### config.mk
export PLATFORM = sky130hd
export DESIGN_NAME = rd_ptr_ctrl
export DESIGN_NICKNAME = d
export VERILOG_FILES = /design/src/rtl/async_fifo_pkg.sv /design/src/rtl/sync_ff.sv /design/src/rtl/rd_ptr_ctrl.sv
export SDC_FILE = /design/constraint.sdc
export NUM_CORES = 1
export LEC_CHECK = 0
export ABC_AREA = 1
export BUFFER_PORTS_ARGS = -buffer_cell sky130_fd_sc_hd__buf_2
export CAP_MARGIN = 0
export CORE_MARGIN = 5
export CORE_UTILIZATION = 40
export CTS_BUF_LIST = sky130_fd_sc_hd__clkbuf_2 sky130_fd_sc_hd__clkbuf_4 sky130_fd_sc_hd__clkbuf_8
export DETAILED_ROUTE_END_ITERATION = 16
export PLACE_DENSITY = 0.62
export SYNTH_ARGS = -nofsm -noshare
export SYNTH_HDL_FRONTEND = slang
export SYNTH_HIERARCHICAL = 1
export SYNTH_SLANG_ARGS = --single-unit
export TNS_END_PERCENT = 50
### constraint.sdc
create_clock -name rclk -period 3.65 [get_ports rclk]
set_input_delay 0.5475 -clock rclk [delete_from_list [all_inputs] [get_ports rclk]]
set_output_delay 0.5475 -clock rclk [all_outputs]
set_load 0.03 [all_outputs]
### src/rtl/async_fifo_pkg.sv
// Pointer encoding helpers shared by the read- and write-side FIFO controllers.
// Both functions take and return PTR_MAX_W-bit values. Callers zero-extend a
// narrower pointer on the way in and truncate the result back to their own
// pointer width. Zero upper bits leave the Gray/binary conversion unchanged,
// so one function body works for any pointer width up to PTR_MAX_W.
package async_fifo_pkg;

  localparam int unsigned PTR_MAX_W = 32;

  // Binary to reflected Gray code.
  function automatic logic [PTR_MAX_W-1:0] bin2gray(input logic [PTR_MAX_W-1:0] ptr);
    return ptr ^ (ptr >> 1);
  endfunction

  // Gray to binary: each binary bit is the XOR of all Gray bits at or above it.
  function automatic logic [PTR_MAX_W-1:0] gray2bin(input logic [PTR_MAX_W-1:0] ptr);
    logic [PTR_MAX_W-1:0] bin;
    bin[PTR_MAX_W-1] = ptr[PTR_MAX_W-1];
    for (int i = PTR_MAX_W - 2; i >= 0; i--) begin
      bin[i] = bin[i+1] ^ ptr[i];
    end
    return bin;
  endfunction

endpackage

### src/rtl/sync_ff.sv
// Multi-flop synchroniser chain with async active-low reset to zero.
// Ports: clk, rst_n, d_i (async input bus), q_o (output of the last stage).
module sync_ff #(
  parameter int unsigned WIDTH  = 1,
  parameter int unsigned STAGES = 2
) (
  input  logic             clk,
  input  logic             rst_n,
  input  logic [WIDTH-1:0] d_i,
  output logic [WIDTH-1:0] q_o
);

  logic [WIDTH-1:0] sync_q [STAGES];

  // Flop chain: stage 0 samples the asynchronous input.
  always_ff @(posedge clk or negedge rst_n) begin
    if (!rst_n) begin
      for (int i = 0; i < int'(STAGES); i++) begin
        sync_q[i] <= '0;
      end
    end else begin
      sync_q[0] <= d_i;
      for (int i = 1; i < int'(STAGES); i++) begin
        sync_q[i] <= sync_q[i-1];
      end
    end
  end

  assign q_o = sync_q[STAGES-1];

endmodule

### src/rtl/rd_ptr_ctrl.sv
// Read-side pointer and flag control for the async FIFO, in the rclk domain.
// Ports:
//   rclk, rd_rstn  - read clock, async active-low reset
//   rd_en          - read request
//   rd_flush       - one-cycle request to discard all visible data
//   wgray_in       - write Gray pointer from the wclk domain (unsynchronised)
//   rd_addr        - RAM read address
//   rgray_out      - registered Gray read pointer, for the write domain
//   empty          - registered empty flag
//   almost_empty   - registered, set when level <= AE_THRESH
//   rd_level       - registered occupancy seen from the read side
//   rd_fire        - combinational RAM read strobe (rd_en && !empty)
//   underflow      - registered pulse: previous cycle had rd_en while empty
module rd_ptr_ctrl
  import async_fifo_pkg::*;
#(
  parameter int unsigned ADDR_W      = 8,
  parameter int unsigned SYNC_STAGES = 2,
  parameter int unsigned AE_THRESH   = 2
) (
  input  logic              rclk,
  input  logic              rd_rstn,
  input  logic              rd_en,
  input  logic              rd_flush,
  input  logic [ADDR_W:0]   wgray_in,
  output logic [ADDR_W-1:0] rd_addr,
  output logic [ADDR_W:0]   rgray_out,
  output logic              empty,
  output logic              almost_empty,
  output logic [ADDR_W:0]   rd_level,
  output logic              rd_fire,
  output logic              underflow
);

  localparam int unsigned PTR_W = ADDR_W + 1;

  logic [PTR_W-1:0] wgray_s;
  logic [PTR_W-1:0] wbin_s;

  logic [PTR_W-1:0] rbin_q,  rbin_d;
  logic [PTR_W-1:0] rgray_q, rgray_d;
  logic [PTR_W-1:0] level_q, level_d;
  logic             empty_q, empty_d;
  logic             ae_q,    ae_d;
  logic             uf_q,    uf_d;

  // Bring the write pointer into rclk.
  sync_ff #(
    .WIDTH  (PTR_W),
    .STAGES (SYNC_STAGES)
  ) u_wgray_sync (
    .clk   (rclk),
    .rst_n (rd_rstn),
    .d_i   (wgray_in),
    .q_o   (wgray_s)
  );

  assign wbin_s  = PTR_W'(gray2bin(PTR_MAX_W'(wgray_s)));
  assign rd_fire = rd_en && !empty_q;

  // Next pointer and flags. Flags come from the next-state pointer so that
  // reading the last word shows empty on the very next cycle.
  always_comb begin
    rbin_d = rbin_q;
    if (rd_flush) begin
      rbin_d = wbin_s;
    end else if (rd_fire) begin
      rbin_d = rbin_q + PTR_W'(1);
    end
    rgray_d = PTR_W'(bin2gray(PTR_MAX_W'(rbin_d)));
    empty_d = (rgray_d == wgray_s);
    level_d = wbin_s - rbin_d;
    ae_d    = (level_d <= PTR_W'(AE_THRESH));
    uf_d    = rd_en && empty_q && !rd_flush;
  end

  // State registers.
  always_ff @(posedge rclk or negedge rd_rstn) begin
    if (!rd_rstn) begin
      rbin_q  <= '0;
      rgray_q <= '0;
      level_q <= '0;
      empty_q <= 1'b1;
      ae_q    <= 1'b1;
      uf_q    <= 1'b0;
    end else begin
      rbin_q  <= rbin_d;
      rgray_q <= rgray_d;
      level_q <= level_d;
      empty_q <= empty_d;
      ae_q    <= ae_d;
      uf_q    <= uf_d;
    end
  end

  assign rd_addr      = rbin_q[ADDR_W-1:0];
  assign rgray_out    = rgray_q;
  assign empty        = empty_q;
  assign almost_empty = ae_q;
  assign rd_level     = level_q;
  assign underflow    = uf_q;

endmodule

After elaboration in Yosys (flattened, before gate mapping)

Cells that the tools add are included.

Magnitude comparators: 1
Multiplexer cells: 2
Bitwise logic cells: 9
Add/subtract/negate cells: 2
Eq/ne operators: 1
Reductions and logical operators: 5

Operator list:

| kind                                                           | count |
|---|---|
| 2-to-1 mux 9 bit                                               | 2 |
| adder 9 x 1 -> 9 bit, second input constant                    | 1 |
| == test 9 bit                                                  | 1 |
| less-or-equal comparator 9 x 2 -> 1 bit, second input constant | 1 |
| subtractor 9 bit                                               | 1 |
| XOR 9 x 8 -> 9 bit                                             | 1 |
| XOR 1 bit                                                      | 8 |
| logical AND 1 bit                                              | 3 |
| logical NOT 1 bit                                              | 2 |

Register bits after elaboration: 48
Bits of input ports: 13

Longest topological paths before layout

Word-level depth: 11
Gate-level depth with buffers: 28
Depth with buffers taken out: 27

By module

The synthesis kept the hierarchy.

Modules (own cells, without submodules):

| module      | area an instance (um2) | times used | cells each | sequential area each (um2) |
|---|---|---|---|---|
| rd_ptr_ctrl | 2152.1                 | 1          | 284        | 728.2 |
| sync_ff     | 518.0                  | 1          | 27         | 450.4 |

Least setup slack after synthesis

Ideal clock, no wire load.

Path type: register -> register
Start point: register u_wgray_sync.sync_q, in the netlist u_wgray_sync/q_o[7]
End point: register ae_q (netlist: almost_empty)
Arrival time: 3.344 ns
Data required time: 3.568 ns
Cell stages (with the launch flop): 27
Clock period less this slack: 3.426 ns
Path slack: 0.224 ns
Cells stage by stage: dfrtp_1 -> buf_4 -> inv_1 -> nand2_1 -> nand3_4 -> nand2_4 -> nand2_2 -> nand3_4 -> nand2_4 -> nand2_1 -> nand3_2 -> nand2_4 -> nand2_4 -> nand2_2 -> nand2_1 -> nand3_2 -> nand2_2 -> ha_1 -> inv_1 -> fa_1 -> nand3_1 -> nand2_1 -> a21oi_1 -> o21bai_1 -> xor2_1 -> or4_1 -> nor3_1

Longest elaborated chain between the ends: 11

RTL lines:

| what                                    | line                 | RTL |
|---|---|---|
| start, declared                         | sync_ff.sv:13        | `logic [WIDTH-1:0] sync_q [STAGES];` |
| start signal, assigned by index         | sync_ff.sv:24        | `sync_q[i] <= sync_q[i-1];` |
| XOR 1 bit (8 in a row)                  | async_fifo_pkg.sv:20 | `bin[i] = bin[i+1] ^ ptr[i];` |
| 2-to-1 mux 9 bit                        | rd_ptr_ctrl.sv:65    | `if (rd_flush) begin` |
| named net rbin_d[0]                     | rd_ptr_ctrl.sv:40    | `logic [PTR_W-1:0] rbin_q, rbin_d;` |
| subtractor 9 bit                        | rd_ptr_ctrl.sv:72    | `level_d = wbin_s - rbin_d;` |
| named net level_d[6]                    | rd_ptr_ctrl.sv:42    | `logic [PTR_W-1:0] level_q, level_d;` |
| less-or-equal comparator 9 x 2 -> 1 bit | rd_ptr_ctrl.sv:73    | `ae_d = (level_d <= PTR_W'(AE_THRESH));` |
| named net ae_d                          | rd_ptr_ctrl.sv:44    | `logic ae_q, ae_d;` |
| end signal, assigned                    | rd_ptr_ctrl.sv:84    | `ae_q <= 1'b1;` |
| end signal, assigned                    | rd_ptr_ctrl.sv:91    | `ae_q <= ae_d;` |
| end, declared                           | rd_ptr_ctrl.sv:44    |  |

The timed path passes the listed nets, and every way through them passes these cells.

Worst setup path in the final report

Start point: register u_wgray_sync.sync_q, in the netlist u_wgray_sync/q_o[8]
End point: register ae_q (netlist: almost_empty)

Same word-level chain as after synthesis.

==> load_flow_metrics.sql <==
INSERT INTO impl_metrics (metric_group, metric, value, unit) VALUES
('run_status', 'outcome', 'completed', ''),
('clock_tree', 'clk_latency', '0.29', 'ns'),
('yosys', 'synth_area', '2670', 'µm²'),
('die', 'core_region_area', '6420', 'µm²'),
('global_route', 'globalRouteOverflowTotal', '0', ''),
('placement', 'place_inst', '421', ''),
('cells_and_area', 'area_growth_syn_to_layout', '18.7', '%'),
('sta', 'slew_violations', '0', ''),
('die', 'start_util', '41.6', '%'),
('power_and_ir_drop', 'switching_power', '682', 'µW'),
('yosys', 'synth_cell_type_count', '30', ''),
('sta', 'setup_violations', '0', ''),
('setup_path', 'criticalPathCategory', 'register to register', ''),
('yosys', 'synth_sequential_area_ratio', '44.1', '%'),
('setup_path', 'worst_reg2reg_path_startpoint', 'u_wgray_sync/q_o[8]$_DFF_PN0_', ''),
('power_and_ir_drop', 'power.density', '545', 'nW/µm²'),
('setup_path', 'critPathMostFrequentCell', 'sky130_fd_sc_hd__nand2_4', ''),
('clock_tree', 'tritoncts', 'built', ''),
('min_path', 'hold_path_startpoint', 'wgray_in[3]', ''),
('clock_tree', 'maximum_count_of_clock_buffers_along_a_single_path', '2', ''),
('cells_and_area', 'layout-drive-gt1-share', '33.8', '%'),
('setup_path', 'cp_slowest_cell', 'sky130_fd_sc_hd__dfrtp_1', ''),
('power_and_ir_drop', 'comb_power_share', '39.6', '%'),
('yosys', 'syn-instance-count', '311', ''),
('sta', 'fin_worst_skew', '0.00631', 'ns'),
('yosys', 'synth_top_area_share', '42.2', '%'),
('setup_path', 'crit_arrival', '3.79', 'ns'),
('power_and_ir_drop', 'leakage', '1.67', 'nW'),
('cells_and_area', 'stdcell_count', '435', ''),
('die', 'pin_count', '43', ''),
('clock_tree', 'clk_transition_reported_paths', '0.09', 'ns'),
('global_route', 'grt_usage', '13.2', '%'),
('die', 'placementRows', '29', ''),
('setup_path', 'cp-end-kind', 'register', ''),
('global_route', 'antenna_found_initial', '0', ''),
('sta', 'period_share', '97.9', '%'),
('routing', 'drc', '0', ''),
('setup_path', 'worst-r2r-setup-slack', '0.08', 'ns'),
('routing', 'total_via_count_after_detailed_routing', '2100', ''),
('power_and_ir_drop', 'seq_power_share', '37.7', '%'),
('placement', 'numPortBuffers', '42', ''),
('sta', 'hold_viol', '0', ''),
('setup_path', 'path_cells', 'inv_2 > nand2_2 > nand3_4 > nand2_4 > nand2_4 > nand3_4 > nand2_4 > nand2_4 > nand3_4 > nand2_4 > nand2_4 > nand3b_1 > nand3_2 > nand2_2 > ha_4 > inv_2 > fa_2 > nand3_2 > nand2_2 > a21oi_2 > o21bai_1 > xor2_1 > or4_1 > nor3_1', ''),
('setup_path', 'path_buf_inv', '2', ''),
('setup_path', 'rr_worst_depth', '24', ''),
('power_and_ir_drop', 'vdd.ir_drop.worst', '0.300', 'mV'),
('min_path', 'min_delay_path_depth', '1', ''),
('sta', 'relSlewSlack', '32.0', '%'),
('setup_path', 'critical-path-max-stage-delay', '0.43', 'ns'),
('placement', 'gp_congestion', '0.877', ''),
('routing', 'detail_route.wirelength', '5.65', 'mm'),
('yosys', 'synth-seq-cells', '47', ''),
('cells_and_area', 'antenna_cells', '0', ''),
('power_and_ir_drop', 'p_int', '1.05', 'mW'),
('die', 'die_h', '91.7', 'µm'),
('yosys', 'synth.avg_cell_area', '8.59', 'µm²'),
('sta', 'final.setup.tns', '0', 'ns'),
('run', 'drv.max_cap_violation_count', '0', ''),
('setup_path', 'r2r-end', 'almost_empty$_DFF_PN1_', ''),
('global_route', 'grt_max_degree', '48', ''),
('setup_path', 'critical_path.max_fanout', '4', ''),
('die', 'dieArea', '8410', 'µm²'),
('placement', 'dp_hpwl', '4.19', 'mm'),
('power_and_ir_drop', 'power.total', '1.73', 'mW'),
('yosys', 'synth-warning-count', '6', ''),
('yosys', 'ys_top_cells_by_area', 'sky130_fd_sc_hd__dfrtp_1 (42%), sky130_fd_sc_hd__nand2_1 (12%), sky130_fd_sc_hd__nand3_1 (7.9%)', ''),
('cells_and_area', 'num-nets-final', '380', ''),
('sta', 'tightestPinTransition', '1.02', 'ns'),
('routing', 'drt_first_pass_iters', '4', ''),
('setup_path', 'crit_family', 'simple AND/OR/NAND/NOR gates', ''),
('min_path', 'timing.hold.worst.class', 'input pin to register', '');
## worst max path at each step
stage / startpoint / to / slack, ns / cells past startpoint
floorplan: u_wgray_sync/q_o[7]$_DFF_PN0_ / almost_empty$_DFF_PN1_ / 0.22 / 26
global placement: u_wgray_sync/q_o[7]$_DFF_PN0_ / almost_empty$_DFF_PN1_ / 0.14 / 25
detailed placement: u_wgray_sync/q_o[7]$_DFF_PN0_ / almost_empty$_DFF_PN1_ / -0.008 / 25
CTS: u_wgray_sync/q_o[7]$_DFF_PN0_ / almost_empty$_DFF_PN1_ / 0.04 / 25
global route: u_wgray_sync/q_o[8]$_DFF_PN0_ / almost_empty$_DFF_PN1_ / -0.09 / 24
finish: u_wgray_sync/q_o[8]$_DFF_PN0_ / almost_empty$_DFF_PN1_ / 0.08 / 24
## cell usage after synthesis
cell	instances
sky130_fd_sc_hd__a21boi_4	1
sky130_fd_sc_hd__a21oi_1	8
sky130_fd_sc_hd__and2_1	1
sky130_fd_sc_hd__buf_2	1
sky130_fd_sc_hd__buf_4	9
sky130_fd_sc_hd__buf_6	1
sky130_fd_sc_hd__clkinv_1	1
sky130_fd_sc_hd__dfrtp_1	45
sky130_fd_sc_hd__dfstp_2	2
sky130_fd_sc_hd__fa_1	1
sky130_fd_sc_hd__ha_1	9
sky130_fd_sc_hd__inv_1	33
sky130_fd_sc_hd__inv_2	5
sky130_fd_sc_hd__nand2_1	84
sky130_fd_sc_hd__nand2_2	12
sky130_fd_sc_hd__nand2_4	8
sky130_fd_sc_hd__nand3_1	42
sky130_fd_sc_hd__nand3_2	7
sky130_fd_sc_hd__nand3_4	5
sky130_fd_sc_hd__nand3b_1	1
sky130_fd_sc_hd__nand4_1	1
sky130_fd_sc_hd__nor2_1	12
sky130_fd_sc_hd__nor2_2	2
sky130_fd_sc_hd__nor2_4	2
sky130_fd_sc_hd__nor3_1	3
sky130_fd_sc_hd__o21ai_0	4
sky130_fd_sc_hd__o21bai_1	1
sky130_fd_sc_hd__or2_2	3
sky130_fd_sc_hd__or4_1	1
sky130_fd_sc_hd__xor2_1	6
## cell usage in the layout, fill, tap and decap left out, drive strengths merged, types with 2 or more instances in the layout
cell type | synthesis | final
dfrtp | 45 | 45
nand3 | 54 | 54
buf | 11 | 50
nand2 | 104 | 104
clkbuf | 0 | 6
a21oi | 8 | 8
nor3 | 3 | 3
ha | 9 | 9
o21ai | 4 | 4
clkinv | 1 | 2
dfstp | 2 | 2
nor2 | 16 | 16
or2 | 3 | 3
inv | 38 | 38
xor2 | 6 | 6
## layer usage
| layer | part of all wire (%) | GRT usage, % |
|---|---|---|
| met1 | 49 | 18.4 |
| met2 | 46 | 20.7 |
| met3 | 3.8 | 2.86 |
| met4 | 1.1 | 4.08 |
| met5 | 0 | 0 |
## cell families after synthesis
kind of cell | Yosys count | share of synthesized area, %
buffers and inverters | 50 | 8.62
AND/OR/NAND/NOR | 184 | 37.1
XOR/XNOR | 6 | 1.97
flip-flops | 47 | 44.1
AO/OA/AOI/OAI | 14 | 3.23
adder cells (fa/ha/maj) | 10 | 4.97
## state kept, by name, indices dropped and copies added (netlist names)
name and count:
almost_empty 1, empty 1, rbin_q 9, rd_level 9
rgray_out 8, u_wgray_sync/q_o 9, u_wgray_sync/sync_q 9, underflow 1
## worst reg2reg max path, delay by kind of cell (launching register included)
family,cells,cell delay (ns)
xor gates and xnor gates,1,0.18
and+or+nand+nor,17,2.00
buffers and inverters,2,0.12
adders and majority gates,2,0.53
DFF,1,0.43
AOI/OAI and AO/OA,2,0.24
## area by class of cell
class	instances	area (µm²)
Clock buffer	6	82.6
Clock inverter	2	35.0
Fill cell	605	3250
Inverter	39	146
Multi-Input combinational cell	214	1360
Sequential cell	47	1180
Tap cell	77	96.3
Timing Repair Buffer	50	270
## per-stage QoR
| stage | setup WS [ns] | utilization, % | hold WS [ns] | area (µm²) |
|---|---|---|---|---|
| floorplan | 0.224 | - | 0.252 | 2670 |
| global placement | 0.135 | 45.3 | 0.333 | 2910 |
| detailed placement | -0.00801 | 45.3 | 0.335 | 2910 |
| CTS | 0.0355 | 47.1 | 0.338 | 3030 |
| global route | -0.0934 | 49.4 | 0.333 | 3170 |
| finish | 0.0767 | 49.4 | 0.350 | 3170 |
## repair_timing
action | 4_1_cts | 5_1_grt
pin swaps | 0 | 15
hold buffers | 0 | 0
resized for setup | 1 | 23
buffers inserted | 0 | 6
endpoints found under the setup margin | 1 | 1
endpoints found under the hold margin | 0 | 0
## power groups by stage
| stage | clock network, mW | logic (mW) | registers (mW) |
|---|---|---|---|
| 2_1_floorplan | 0 | 0.319 | 0.813 |
| 3_3_place_gp | 0 | 0.637 | 0.660 |
| 3_5_place_dp | 0 | 0.641 | 0.656 |
| 4_1_cts | 0.409 | 0.649 | 0.651 |
| 5_1_grt | 0.427 | 0.758 | 0.664 |
| 6_report | 0.392 | 0.685 | 0.652 |
(Power assumes the default switching activity.)
